## config.mk

```make
export PLATFORM = sky130hd
export DESIGN_NAME = eeg_pea_eng_feeder
export DESIGN_NICKNAME = d
export VERILOG_FILES = /design/src/rtl/eeg_pea_eng_feeder.sv
export SDC_FILE = /design/constraint.sdc
export NUM_CORES = 1
export LEC_CHECK = 0
export BUFFER_PORTS_ARGS = -buffer_cell sky130_fd_sc_hd__buf_2
export CELL_PAD_IN_SITES_DETAIL_PLACEMENT = 0
export CELL_PAD_IN_SITES_GLOBAL_PLACEMENT = 1
export CORE_ASPECT_RATIO = 2
export CORE_MARGIN = 1.5
export CORE_UTILIZATION = 45
export CTS_CLUSTER_SIZE = 25
export DETAILED_ROUTE_END_ITERATION = 8
export PLACE_DENSITY_LB_ADDON = 0.1
export SETUP_SLACK_MARGIN = 0.5
export SYNTH_ARGS = -nofsm -noshare
export SYNTH_HDL_FRONTEND = slang
export SYNTH_SLANG_ARGS = --single-unit
```

## constraint.sdc

```tcl
create_clock -name clk -period 2.7 [get_ports clk]
set_input_delay 0.81 -clock clk [delete_from_list [all_inputs] [get_ports clk]]
set_output_delay 0.81 -clock clk [all_outputs]
set_load 0.005 [all_outputs]
```

## src/rtl/eeg_pea_eng_feeder.sv

```systemverilog
// PE data-in stream initiator: fetches activations from ARAM and pairs each one
// with the non-skipped weights of a small register file, one beat per weight.
module eeg_pea_eng_feeder #(
    parameter int DATA_ACT_DW = 8,
    parameter int DATA_WEI_DW = 8,
    parameter int ARAM_ADD_AW = 10,
    parameter int CONV_WEI_DW = 3
) (
    input  logic                   clk,
    input  logic                   rst_n,
    input  logic                   START,
    output logic                   BUSY,
    output logic                   DONE,
    input  logic [ARAM_ADD_AW-1:0] CFG_ACT_BASE,
    input  logic [ARAM_ADD_AW:0]   CFG_ACT_LEN,
    input  logic [CONV_WEI_DW-1:0] CFG_WEI_LEN,
    input  logic                   CFG_SKIP_ZERO,
    input  logic                   WEI_WEN,
    input  logic [CONV_WEI_DW-1:0] WEI_WADD,
    input  logic [DATA_WEI_DW-1:0] WEI_WDAT,
    output logic                   ARAM_REN,
    output logic [ARAM_ADD_AW-1:0] ARAM_RADD,
    input  logic [DATA_ACT_DW-1:0] ARAM_RDAT,
    output logic                   DIN_VLD,
    input  logic                   DIN_RDY,
    output logic                   ACT_LST,
    output logic                   WEI_LST,
    output logic [DATA_ACT_DW-1:0] ACT_DAT,
    output logic [ARAM_ADD_AW-1:0] ACT_ADD,
    output logic [DATA_WEI_DW-1:0] WEI_DAT,
    output logic [CONV_WEI_DW-1:0] WEI_IDX
);
    localparam int NW = 1 << CONV_WEI_DW;

    typedef enum logic [2:0] {S_IDLE, S_RD, S_WAIT, S_EMIT, S_DONE} state_t;

    state_t                 state, state_nxt;
    logic [DATA_WEI_DW-1:0] wfile [NW];
    logic [ARAM_ADD_AW-1:0] base_r;
    logic [ARAM_ADD_AW-1:0] act_cnt;
    logic [ARAM_ADD_AW:0]   len_m1;
    logic [NW-1:0]          mask_r, mask_new;
    logic [CONV_WEI_DW-1:0] last_r, last_new;
    logic [CONV_WEI_DW-1:0] wei_cnt, wei_nxt;
    logic [CONV_WEI_DW-1:0] wlen_eff;
    logic [DATA_ACT_DW-1:0] act_reg;
    logic                   start_ok, hs, wei_last, act_last;

    assign start_ok = (state == S_IDLE) && START;
    assign hs       = (state == S_EMIT) && DIN_RDY;
    assign wei_last = (wei_cnt == last_r);
    assign act_last = ({1'b0, act_cnt} == len_m1);
    assign wlen_eff = (CFG_WEI_LEN == '0) ? CONV_WEI_DW'(1) : CFG_WEI_LEN;

    // Emission mask is frozen at START; index 0 is always emitted so every
    // activation produces at least one beat.
    always_comb begin
        mask_new = '0;
        last_new = '0;
        for (int k = 0; k < NW; k++) begin
            mask_new[k] = (k < int'(wlen_eff)) &&
                          ((k == 0) || !CFG_SKIP_ZERO || (wfile[k] != '0));
            if (mask_new[k]) last_new = CONV_WEI_DW'(k);
        end
    end

    // Next emitted index: lowest set mask bit above the current one.
    always_comb begin
        wei_nxt = wei_cnt;
        for (int k = NW - 1; k >= 0; k--) begin
            if (mask_r[k] && (CONV_WEI_DW'(k) > wei_cnt)) wei_nxt = CONV_WEI_DW'(k);
        end
    end

    always_ff @(posedge clk or negedge rst_n) begin
        if (!rst_n) state <= S_IDLE;
        else        state <= state_nxt;
    end

    always_comb begin
        state_nxt = state;
        BUSY      = (state != S_IDLE);
        DONE      = 1'b0;
        ARAM_REN  = 1'b0;
        ARAM_RADD = '0;
        DIN_VLD   = 1'b0;
        ACT_LST   = 1'b0;
        WEI_LST   = 1'b0;
        ACT_DAT   = '0;
        ACT_ADD   = '0;
        WEI_DAT   = '0;
        WEI_IDX   = '0;
        case (state)
            S_IDLE: begin
                if (START) state_nxt = (CFG_ACT_LEN == '0) ? S_DONE : S_RD;
            end
            S_RD: begin
                ARAM_REN  = 1'b1;
                ARAM_RADD = base_r + act_cnt;
                state_nxt = S_WAIT;
            end
            S_WAIT: state_nxt = S_EMIT;
            S_EMIT: begin
                DIN_VLD = 1'b1;
                ACT_DAT = act_reg;
                ACT_ADD = act_cnt;
                WEI_DAT = wfile[wei_cnt];
                WEI_IDX = wei_cnt;
                WEI_LST = wei_last;
                ACT_LST = act_last;
                if (hs && wei_last) state_nxt = act_last ? S_DONE : S_RD;
            end
            S_DONE: begin
                DONE      = 1'b1;
                state_nxt = S_IDLE;
            end
            default: state_nxt = S_IDLE;
        endcase
    end

    always_ff @(posedge clk or negedge rst_n) begin
        if (!rst_n) begin
            base_r  <= '0;
            len_m1  <= '0;
            mask_r  <= '0;
            last_r  <= '0;
            act_cnt <= '0;
            wei_cnt <= '0;
            act_reg <= '0;
        end else begin
            if (start_ok) begin
                base_r  <= CFG_ACT_BASE;
                len_m1  <= CFG_ACT_LEN - 1'b1;
                mask_r  <= mask_new;
                last_r  <= last_new;
                act_cnt <= '0;
            end
            if (state == S_WAIT) begin
                act_reg <= ARAM_RDAT;
                wei_cnt <= '0;
            end
            if (hs) begin
                if (!wei_last)      wei_cnt <= wei_nxt;
                else if (!act_last) act_cnt <= act_cnt + 1'b1;
            end
        end
    end

    // The weight file is only writable while idle, so a running stream never
    // sees its weights change underneath it.
    always_ff @(posedge clk or negedge rst_n) begin
        if (!rst_n) begin
            for (int k = 0; k < NW; k++) wfile[k] <= '0;
        end else if ((state == S_IDLE) && WEI_WEN) begin
            wfile[WEI_WADD] <= WEI_WDAT;
        end
    end

endmodule

```

# == After elaboration in Yosys (flattened, before gate mapping) ==
# Index checks and enable logic that the tools add are counted.
# W data, S select, Z words.
# classes
addsub,3
magnitude_cmp,17
eq_ne,9
mux,42
bitwise_logic,2
reduce_logical,36
# op_table
cell,n
$bwmux W64,1
$mux W10,6
$mux W3,19
$reduce_bool A8 Y1,6
$mux W8,5
$bmux W8 S3,1
$demux W8 S3,1
$logic_and A1 B1 Y1,18
$pmux W3 S4,1
$eq A10 B11 Y1,1
$logic_not A11 Y1,1
$sub A11 B1 Y11 const B,1
$add A10 B1 Y10 const B,1
$add A10 B10 Y10,1
$gt A3 B3 Y1 const A,3
$lt A3 B3 Y1 const A,3
$ne A9 B1 Y1 const B,1
$ge A4 B4 Y1 const B,2
$not A3 Y4,2
$eq A3 B2 Y1 const B,2
$gt A1 B3 Y1 const A,2
$gt A2 B3 Y1 const A,2
$logic_not A3 Y1,2
$logic_or A1 B1 Y1,6
13 further kinds,21
# totals
reg_bits,119

# == Longest topological paths before layout ==
# Gate-level depths: netlist of run 1.
# depth
ltp_word,11
mapped_depth,8

# == Worst setup path after synthesis of run 1 ==
# OpenSTA, ideal clock, no wires.
# synth_path
kind,register to output
startpoint,register act_cnt[0]
endpoint,output ARAM_RADD[8]
t_arrival_ns,1.763
required_time_ns,1.890
slack_ns,0.127
stages_incl_launch_ff,9
path_cell_list,dfrtp_1 ha_1 inv_1 fa_1 nor2b_1 o21ai_0 a21oi_1 o41ai_1 mux2i_1
# synth_via
elab_chain_cells,2
# synth_lines
item,line_no,text
"start, declared",40,logic [ARAM_ADD_AW-1:0] act_cnt;
"start signal, assigned",144,else if (!act_last) act_cnt <= act_cnt + 1'b1;
$add A10 B10 Y10,99,ARAM_RADD = base_r + act_cnt;
$mux W10,93,case (state)
"end, declared",22,"output logic [ARAM_ADD_AW-1:0] ARAM_RADD,"
# Every way passes these cells.

# == Worst setup path after layout of run 1 ==
# layout_path
startpoint,register base_r[1]
endpoint,output ARAM_RADD[5]
# layout_via
elab_chain_cells,2
# layout_lines
item,line_no,text
"start, declared",39,logic [ARAM_ADD_AW-1:0] base_r;
"start signal, assigned",123,base_r <= '0;
"start signal, assigned",132,base_r <= CFG_ACT_BASE;
$add A10 B10 Y10,99,
$mux W10,93,
# Every way passes these cells.

==> results by group, run 1 <==
Status
  – Outcome: finished with violations
  – Violations in the final reports: setup timing

GRT
  – Global-route congestion overflow total: 0
  – Via count of the first global-routing pass: 5,579
  – Global-route wire length before repair: 28.7 mm
  – Antenna violations before repair: 0
  – Pin count of the biggest net entering global routing: 48
  – Gr usage total: 26.1%

Clock tree
  – Clock-pin slew reported for the worst setup and hold paths after clock tree synthesis: 0.06 ns
  – Buffer depth of the longest clock path: 2
  – Clk root buf: clkbuf_16
  – CTS tree: done
  – Number of hold buffers added after cts: 0
  – CTS HTree Levels: 4
  – Clock latency on the worst-skew pair: 0.42 ns
  – Clock tree sinks: 118
  – Total clock buffers created by CTS: 17

Finish
  – Area added between synthesis and finish: 39.2%
  – Area of the multi-input gates: 0.00369 sq mm
  – Final layout net count: 816
  – Largest registers in the final layout: wfile: 64 flops, len_m1: 11 flops
  – Share of final-layout standard cells stronger than drive strength 1: 49.6%
  – Register with the most flip-flops: wfile
  – Total area of sequential cells: 0.00296 sq mm
  – Layout fillers: 1,163
  – Flip-flop count of the largest register after layout: 64
  – Share of the core filled with cells in the final layout: 63.9%
  – Inserted Diodes: 0

Die
  – Die Span X: 87.2 um
  – Starting density of the core: 45.9%
  – Count of pins on the block boundary: 94
  – Cell Rows: 61
  – Floorplan core area: 0.0139 sq mm
  – DIE AREA: 0.0149 sq mm
  – Die H: 171 um

Routing
  – Final routed wire length divided by cell count: 19.7 um
  – Remaining routing DRC violations: 0
  – Pre-Repair DR Iteration Count: 4
  – Post-route antenna net violation count: 0
  – Total via count after detailed routing: 5,332
  – Initial DRC Count: 196
  – Vias per Instance: 5.57
  – Routed Wire Length: 18.8 mm

Synth
  – Post-synthesis net count: 652
  – Post-Syn Instances: 591
  – Top_reg_cell synth: dfrtp_1
  – Leading cell types by total area after synthesis: dfrtp_1 46%, mux2_2 13%, mux4_2 5.6%
  – Portion of the post-synthesis area used by sequential elements: 46.3%
  – Flop and latch count out of synthesis: 118
  – Warnings from Yosys: 0
  – Distinct cell type count after synthesis: 57
  – Number of flops mapped to enable cells by yosys: 0
  – Post-synth top area share: 46.3%
  – Synthesized area per cell: 10.8 sq um
  – Fraction of synthesis flops using an asynchronous set or reset pin: 100%
  – Combined area of all synthesized cells: 0.00638 sq mm
  – Cell type with the largest total area after synthesis: dfrtp_1

Min path
  – Class of the worst hold path: in -> async

Setup path
  – Critical path data arrival time: 2.25 ns
  – Critical Path Start Type: register
  – Worst endpoint required time: 1.89 ns
  – Crit end category: output pin
  – Critical Setup Path Class: reg -> out
  – Largest fanout of any net on the critical path: 2

STA
  – Worst setup slack after layout: -0.357 ns
  – Final Hold Viols: 0
  – Setup repair after global routing missed its margin: yes
  – Worst slew pin tran: 0.716 ns
  – Part of the cycle the worst path needs: 113%
  – Max frequency: 327 MHz
  – Largest clock skew in the final design: 0.0139 ns
  – Final slew viol count: 0
  – Setup Viol. Count Final: 7
  – Max transition margin: 52.1%
  – Setup total negative slack: -1.75 ns
  – Min cycle time layout: 3.06 ns

Pwr
  – Power density over cell area: 461 mW/mm^2
  – Share of total power in sequential cells: 43.2%
  – Part of the power in combinational logic: 3.4%
  – Cell Int Power: 3.10 mW
  – Power after layout: 4.09 mW
  – Portion of total power attributed to the clock network: 53.4%
  – Static Leak: 4.28 nW
  – Peak ir drop on the vdd network: 0.000539 V
  – NetSw: 988 uW
  – Net switching share of the total power: 24.1%

Placement
  – Global placer's final weighted congestion: 0.865
  – Number of port buffers: 93
  – HPWL after detailed placement: 13.5 mm
  – Post-placement worst setup slack: -0.0272 ns

Job
  – Max-capacitance violation count: 0
[power groups by stage]
| stage | clock network [mW] | logic [mW] | registers, mW |
|---|---|---|---|
| 4_1_cts | 2.20 | 0.141 | 1.77 |
| 3_3_place_gp | 0 | 0.136 | 1.80 |
| 2_1_floorplan | 0 | 0.0315 | 1.80 |
| 6_report | 2.18 | 0.140 | 1.77 |
| 5_1_grt | 2.30 | 0.157 | 1.77 |
| 3_5_place_dp | 0 | 0.139 | 1.80 |
[area by class of cell]
cell class	count	share of cell area, %
timing repair buffer	169	15.1
sequential	118	33.4
tap	189	2.66
clock inverter	15	1.65
inverter	15	0.789
multi-input combinational	434	41.6
clock buffer	17	4.79
[logic make-up (layout without fill, tap and decap cells)]
family | after synthesis | after routing | share of synthesized area, %
multiplexers | 97 | 97 | 19.8
XOR/XNOR | 23 | 23 | 3.16
AND/OR/NAND/NOR | 207 | 208 | 16.3
buffers and inverters | 40 | 216 | 2.47
flip-flops | 118 | 118 | 46.3
AO/OA/AOI/OAI | 94 | 94 | 9.59
adder cells (fa/ha/maj) | 12 | 12 | 2.47
[cells in the final DEF (no fill, tap or decap), types with 6 or more instances in the layout]
cell,Yosys,layout
o31ai_1,7,6
buf_4,0,52
xor2_1,17,14
nand2_2,0,6
mux4_2,16,16
buf_6,0,37
clkbuf_16,0,17
a31oi_1,7,6
buf_2,6,71
nor3_1,15,13
dfrtp_1,118,112
nor2b_1,8,7
a21oi_1,22,12
ha_1,11,8
xnor2_1,6,6
a21oi_2,0,10
mux2_2,72,72
mux2i_1,9,9
inv_1,15,10
nor2_1,40,35
buf_12,0,7
nand2_1,74,67
and2_4,0,18
o21ai_0,26,24
[worst max-delay path: stages, from the launching register on]
cell,delay [ns]
dfrtp_1,0.41
ha_4,0.25
a211oi_2,0.25
o21bai_2,0.16
a21oi_2,0.24
buf_4,0.15
xor2_1,0.16
nor2_1,0.07
buf_2,0.13
[cell usage after synthesis, types with 8 or more instances]
cell type,instances
a21oi_1,22
and2_1,21
clkbuf_1,15
dfrtp_1,118
ha_1,11
inv_1,15
mux2_2,72
mux2i_1,9
mux4_2,16
nand2_1,74
nor2_1,40
nor2b_1,8
nor3_1,15
o21ai_0,26
xor2_1,17
[through the flow]
step / hold WS [ns] / cells / area (sq um)
floorplan: 0.452 / 591 / 6470
global placement: 0.467 / 888 / 7400
detailed placement: 0.472 / 888 / 7400
CTS: 0.342 / 945 / 8650
global route: 0.351 / 957 / 8880
finish: 0.331 / 957 / 8880
[what timing repair did]
item                                    in CTS  in global routing
endpoints found under the setup margin      54                 73
endpoints found under the hold margin        0                  0
gates resized for setup                    110                 28
gates cloned                                 4                  0
pin swaps                                   33                 18
buffers inserted                            21                 12
[metal layers]
| metal | part of all wire [%] | track usage [%] | vias to the layer above |
|---|---|---|---|
| met5 | 0 | 0 | - |
| met4 | 4.0 | 13.6 | 0 |
| met3 | 3.2 | 4.75 | 52 |
| met2 | 59 | 51.0 | 161 |
| met1 | 34 | 24.8 | 2668 |
| li1 | - | - | 2451 |
[final timing paths]
check	slack (ns)	depth (start not counted)	end	startpoint
max in group asynchronous	1.72	2	wei_cnt[0]	rst_n
min	0.33	1	wfile[1]	rst_n
max	-0.36	8	ARAM_RADD[5]	base_r[1]
min in group clk	0.48	2	base_r[6]	base_r[6]
max reg2reg	0.41	8	act_cnt[0]	wei_cnt[0]
min reg2reg	0.48	2	base_r[6]	base_r[6]
Note: power is estimated with default switching activity, not from simulation.
==> run 2, diff against run 1 <==
--- a/config.mk
+++ b/config.mk
@@ -7,10 +7,10 @@
 export LEC_CHECK = 0
 export BUFFER_PORTS_ARGS = -buffer_cell sky130_fd_sc_hd__buf_2
 export CELL_PAD_IN_SITES_DETAIL_PLACEMENT = 0
-export CELL_PAD_IN_SITES_GLOBAL_PLACEMENT = 1
+export CELL_PAD_IN_SITES_GLOBAL_PLACEMENT = 2
 export CORE_ASPECT_RATIO = 2
 export CORE_MARGIN = 1.5
-export CORE_UTILIZATION = 45
+export CORE_UTILIZATION = 37
 export CTS_CLUSTER_SIZE = 25
 export DETAILED_ROUTE_END_ITERATION = 8
 export PLACE_DENSITY_LB_ADDON = 0.1
==> run 2 against run 1 <==
Net effect:
- the run still ends with setup timing left
- sequential cell count unchanged
- design area increased by 0.65%
- clock skew decreased by 0.0060 ns
- global-route usage decreased by 3.1 points
- sequential power about the same
- core utilization decreased by 11 points
- cell count increased by 1.9%
- largest power group unchanged
- highest routed layer unchanged
==> results by group, run 2 (same netlist as run 1, synthesis figures left out) <==
Status
  – Outcome: finished with violations (unchanged)
  – Violations in the final reports: setup timing (unchanged)

GRT
  – Global-route wire length before repair: 30.2 mm (was 28.7 mm)
  – Gr usage total: 23.0% (was 26.1%)
  – Pin count of the biggest net entering global routing: 41 (was 48)
  – Global-route congestion overflow total: 0 (unchanged)
  – Antenna violations before repair: 0 (unchanged)
  – Via count of the first global-routing pass: 5,609 (was 5,579)

STA
  – Setup repair after global routing missed its margin: yes (unchanged)
  – Setup Viol. Count Final: 7 (unchanged)
  – Max transition margin: 50.0% (was 52.1%)
  – Worst slew pin tran: 0.747 ns (was 0.716 ns)
  – Part of the cycle the worst path needs: 112% (was 113%)
  – Worst setup slack after layout: -0.333 ns (was -0.357 ns)
  – Max frequency: 330 MHz (was 327 MHz)
  – Largest clock skew in the final design: 0.00794 ns (was 0.0139 ns)
  – Final Hold Viols: 0 (unchanged)
  – Final Hold Slack: 0.402 ns (was 0.331 ns)
  – Final slew viol count: 0 (unchanged)
  – Min cycle time layout: 3.03 ns (was 3.06 ns)

Finish
  – Largest registers in the final layout: wfile: 64 flops, len_m1: 11 flops (unchanged)
  – Inserted Diodes: 0 (unchanged)
  – Area added between synthesis and finish: 40.1% (was 39.2%)
  – Commonest non-fill, non-tap cell in the layout: dfrtp_1 (unchanged)
  – Share of final-layout standard cells stronger than drive strength 1: 50.3% (was 49.6%)
  – Top library cells by usage in the layout, fill and taps aside: 110 x dfrtp_1, 73 x buf_2, 71 x mux2_2 (was 112 x dfrtp_1, 72 x mux2_2, 71 x buf_2)
  – Register with the most flip-flops: wfile (unchanged)
  – Share of the core filled with cells in the final layout: 53.0% (was 63.9%)
  – Area of the multi-input gates: 0.00372 sq mm (was 0.00369 sq mm)
  – Flip-flop count of the largest register after layout: 64 (unchanged)
  – Final layout net count: 816 (unchanged)
  – Total area of sequential cells: 0.00296 sq mm (unchanged)
  – Layout fillers: 1,541 (was 1,163)

Die
  – Starting density of the core: 37.9% (was 45.9%)
  – Cell Rows: 67 (was 61)
  – DIE AREA: 0.0181 sq mm (was 0.0149 sq mm)
  – Count of pins on the block boundary: 94 (unchanged)
  – Floorplan core area: 0.0168 sq mm (was 0.0139 sq mm)
  – Die H: 189 um (was 171 um)
  – Die Span X: 95.9 um (was 87.2 um)

Pwr
  – Power density over cell area: 476 mW/mm^2 (was 461 mW/mm^2)
  – Peak ir drop on the vdd network: 0.000512 V (was 0.000539 V)
  – Static Leak: 4.27 nW (was 4.28 nW)

Clock tree
  – Total clock buffers created by CTS: 17 (unchanged)
  – Clock latency on the worst-skew pair: 0.41 ns (was 0.42 ns)
  – Buffer depth of the longest clock path: 2 (unchanged)
  – Clk root buf: clkbuf_16 (unchanged)
  – Number of hold buffers added after cts: 0 (unchanged)
  – Clock-pin slew reported for the worst setup and hold paths after clock tree synthesis: 0.06 ns (about the same)
  – CTS HTree Levels: 4 (unchanged)
  – CTS tree: done (unchanged)
  – Clock tree sinks: 118 (unchanged)

Job
  – Max-capacitance violation count: 0 (unchanged)

Placement
  – Number of port buffers: 93 (unchanged)
  – HPWL after detailed placement: 14.6 mm (was 13.5 mm)
  – Global placer's final weighted congestion: 0.826 (was 0.865)

Routing
  – Total via count after detailed routing: 5,307 (was 5,332)
  – Final routed wire length divided by cell count: 20.6 um (was 19.7 um)
  – Pre-Repair DR Iteration Count: 4 (unchanged)
  – Initial DRC Count: 144 (was 196)
  – Routed Wire Length: 20.1 mm (was 18.8 mm)
  – Vias per Instance: 5.44 (was 5.57)
  – Remaining routing DRC violations: 0 (unchanged)
  – Post-route antenna net violation count: 0 (unchanged)

Setup path
  – Critical Path Start Type: register (unchanged)
  – Register-to-Register Path Depth: 8 (unchanged)
  – Top Family by Delay on Critical Path: compound AO/OA/AOI/OAI gates (unchanged)
  – Critical Setup Path Class: reg -> out (unchanged)
  – Delay of the slowest cell on the worst path: 0.42 ns (was 0.41 ns)
  – Worst endpoint required time: 1.89 ns (about the same)
  – Critical R2R Launch: wei_cnt[0] (unchanged)
  – Number of buffer and inverter stages on the critical path: 1 (was 2)
  – Critical-path cell with the highest stage delay: dfrtp_1 (unchanged)
  – Slack of the worst reg-to-reg path: 0.43 ns (was 0.41 ns)
  – Largest fanout of any net on the critical path: 2 (unchanged)
  – Worst reg2reg path endpoint: act_cnt[0] (unchanged)
  – Worst path depth: 7 (was 8)
  – Endpoint of the worst setup timing path: ARAM_RADD[7] (was ARAM_RADD[5])
  – Crit end category: output pin (unchanged)
  – Critical path data arrival time: 2.22 ns (was 2.25 ns)
  – CP startpoint: base_r[1] (unchanged)
  – Worst path cell trace: ha_4 > a211oi_4 > o21bai_4 > a2111oi_4 > o21ai_0 > a21oi_1 > buf_2 (was ha_4 > a211oi_2 > o21bai_2 > a21oi_2 > buf_4 > xor2_1 > nor2_1 > buf_2)

Min path
  – Class of the worst hold path: in -> async (unchanged)
run 2: cell count changes in the layout (fill, tap and decap cells not counted), sizes merged:
cell,before,now
clkbuf,17,24
bufinv,1,3
clkinv,5,3
inv,19,14
clkinvlp,5,3
run 2: final cells by class:
class,count,share of cell area [%]
clock buffer,24,5.50
inverter,15,0.728
timing repair buffer,169,14.7
tap,207,2.90
multi-input combinational,434,41.6
clock inverter,8,1.34
sequential,118,33.2
run 2: worst min path at each step:
stage / startpoint / end / slack (ns) / depth (start not counted)
finish: rst_n / wfile[39] / 0.40 / 1
global route: rst_n / wfile[19] / 0.43 / 1
CTS: rst_n / wfile[17] / 0.41 / 1
detailed placement: base_r[3] / base_r[3] / 0.48 / 2
global placement: base_r[0] / base_r[0] / 0.47 / 2
floorplan: base_r[3] / base_r[3] / 0.45 / 2
run 2: stage by stage:
step                setup WS (ns)  TNS (ns)  power (mW)  instance area (sq um)  instances
detailed placement        -0.0139   -0.0139        1.94                   7430        908
finish                     -0.333     -1.86        4.25                   8940        975
floorplan                   0.217         0        1.83                   6470        591
CTS                        -0.351     -1.70        4.29                   8570        962
global route               -0.452     -2.62        4.39                   8940        975
global placement           0.0440         0        1.94                   7430        908
run 2: timing repair:
| item | in CTS | in global routing |
|---|---|---|
| endpoints found under the setup margin | 54 | 62 |
| gates cloned | 4 | 0 |
| resized for setup | 90 | 53 |
| pin swaps | 34 | 25 |
| buffers inserted | 18 | 13 |
run 2: power breakdown:
group	leakage [nW]	switching, mW	internal (mW)
Combinational	2.37	0.0890	0.0507
Clock	0.296	0.798	1.54
Sequential	1.60	0	1.77
Total	4.27	0.887	3.37
run 2: worst reg2reg max path, stage by stage (launching register included):
cell     delay [ns]
dfrtp_2        0.44
buf_12         0.14
buf_16         0.14
xor2_4         0.16
buf_6          0.13
or4b_4         0.55
a31oi_4        0.28
buf_6          0.16
mux2i_1        0.18
run 2: layer usage:
layer / track usage [%] / part of all wire [%] / vias up
met1: 21.0 / 33 / 2689
met2: 45.4 / 60 / 110
li1: - / - / 2453
met4: 12.7 / 4.4 / 0
met5: 0 / 0 / -
met3: 3.43 / 2.5 / 55
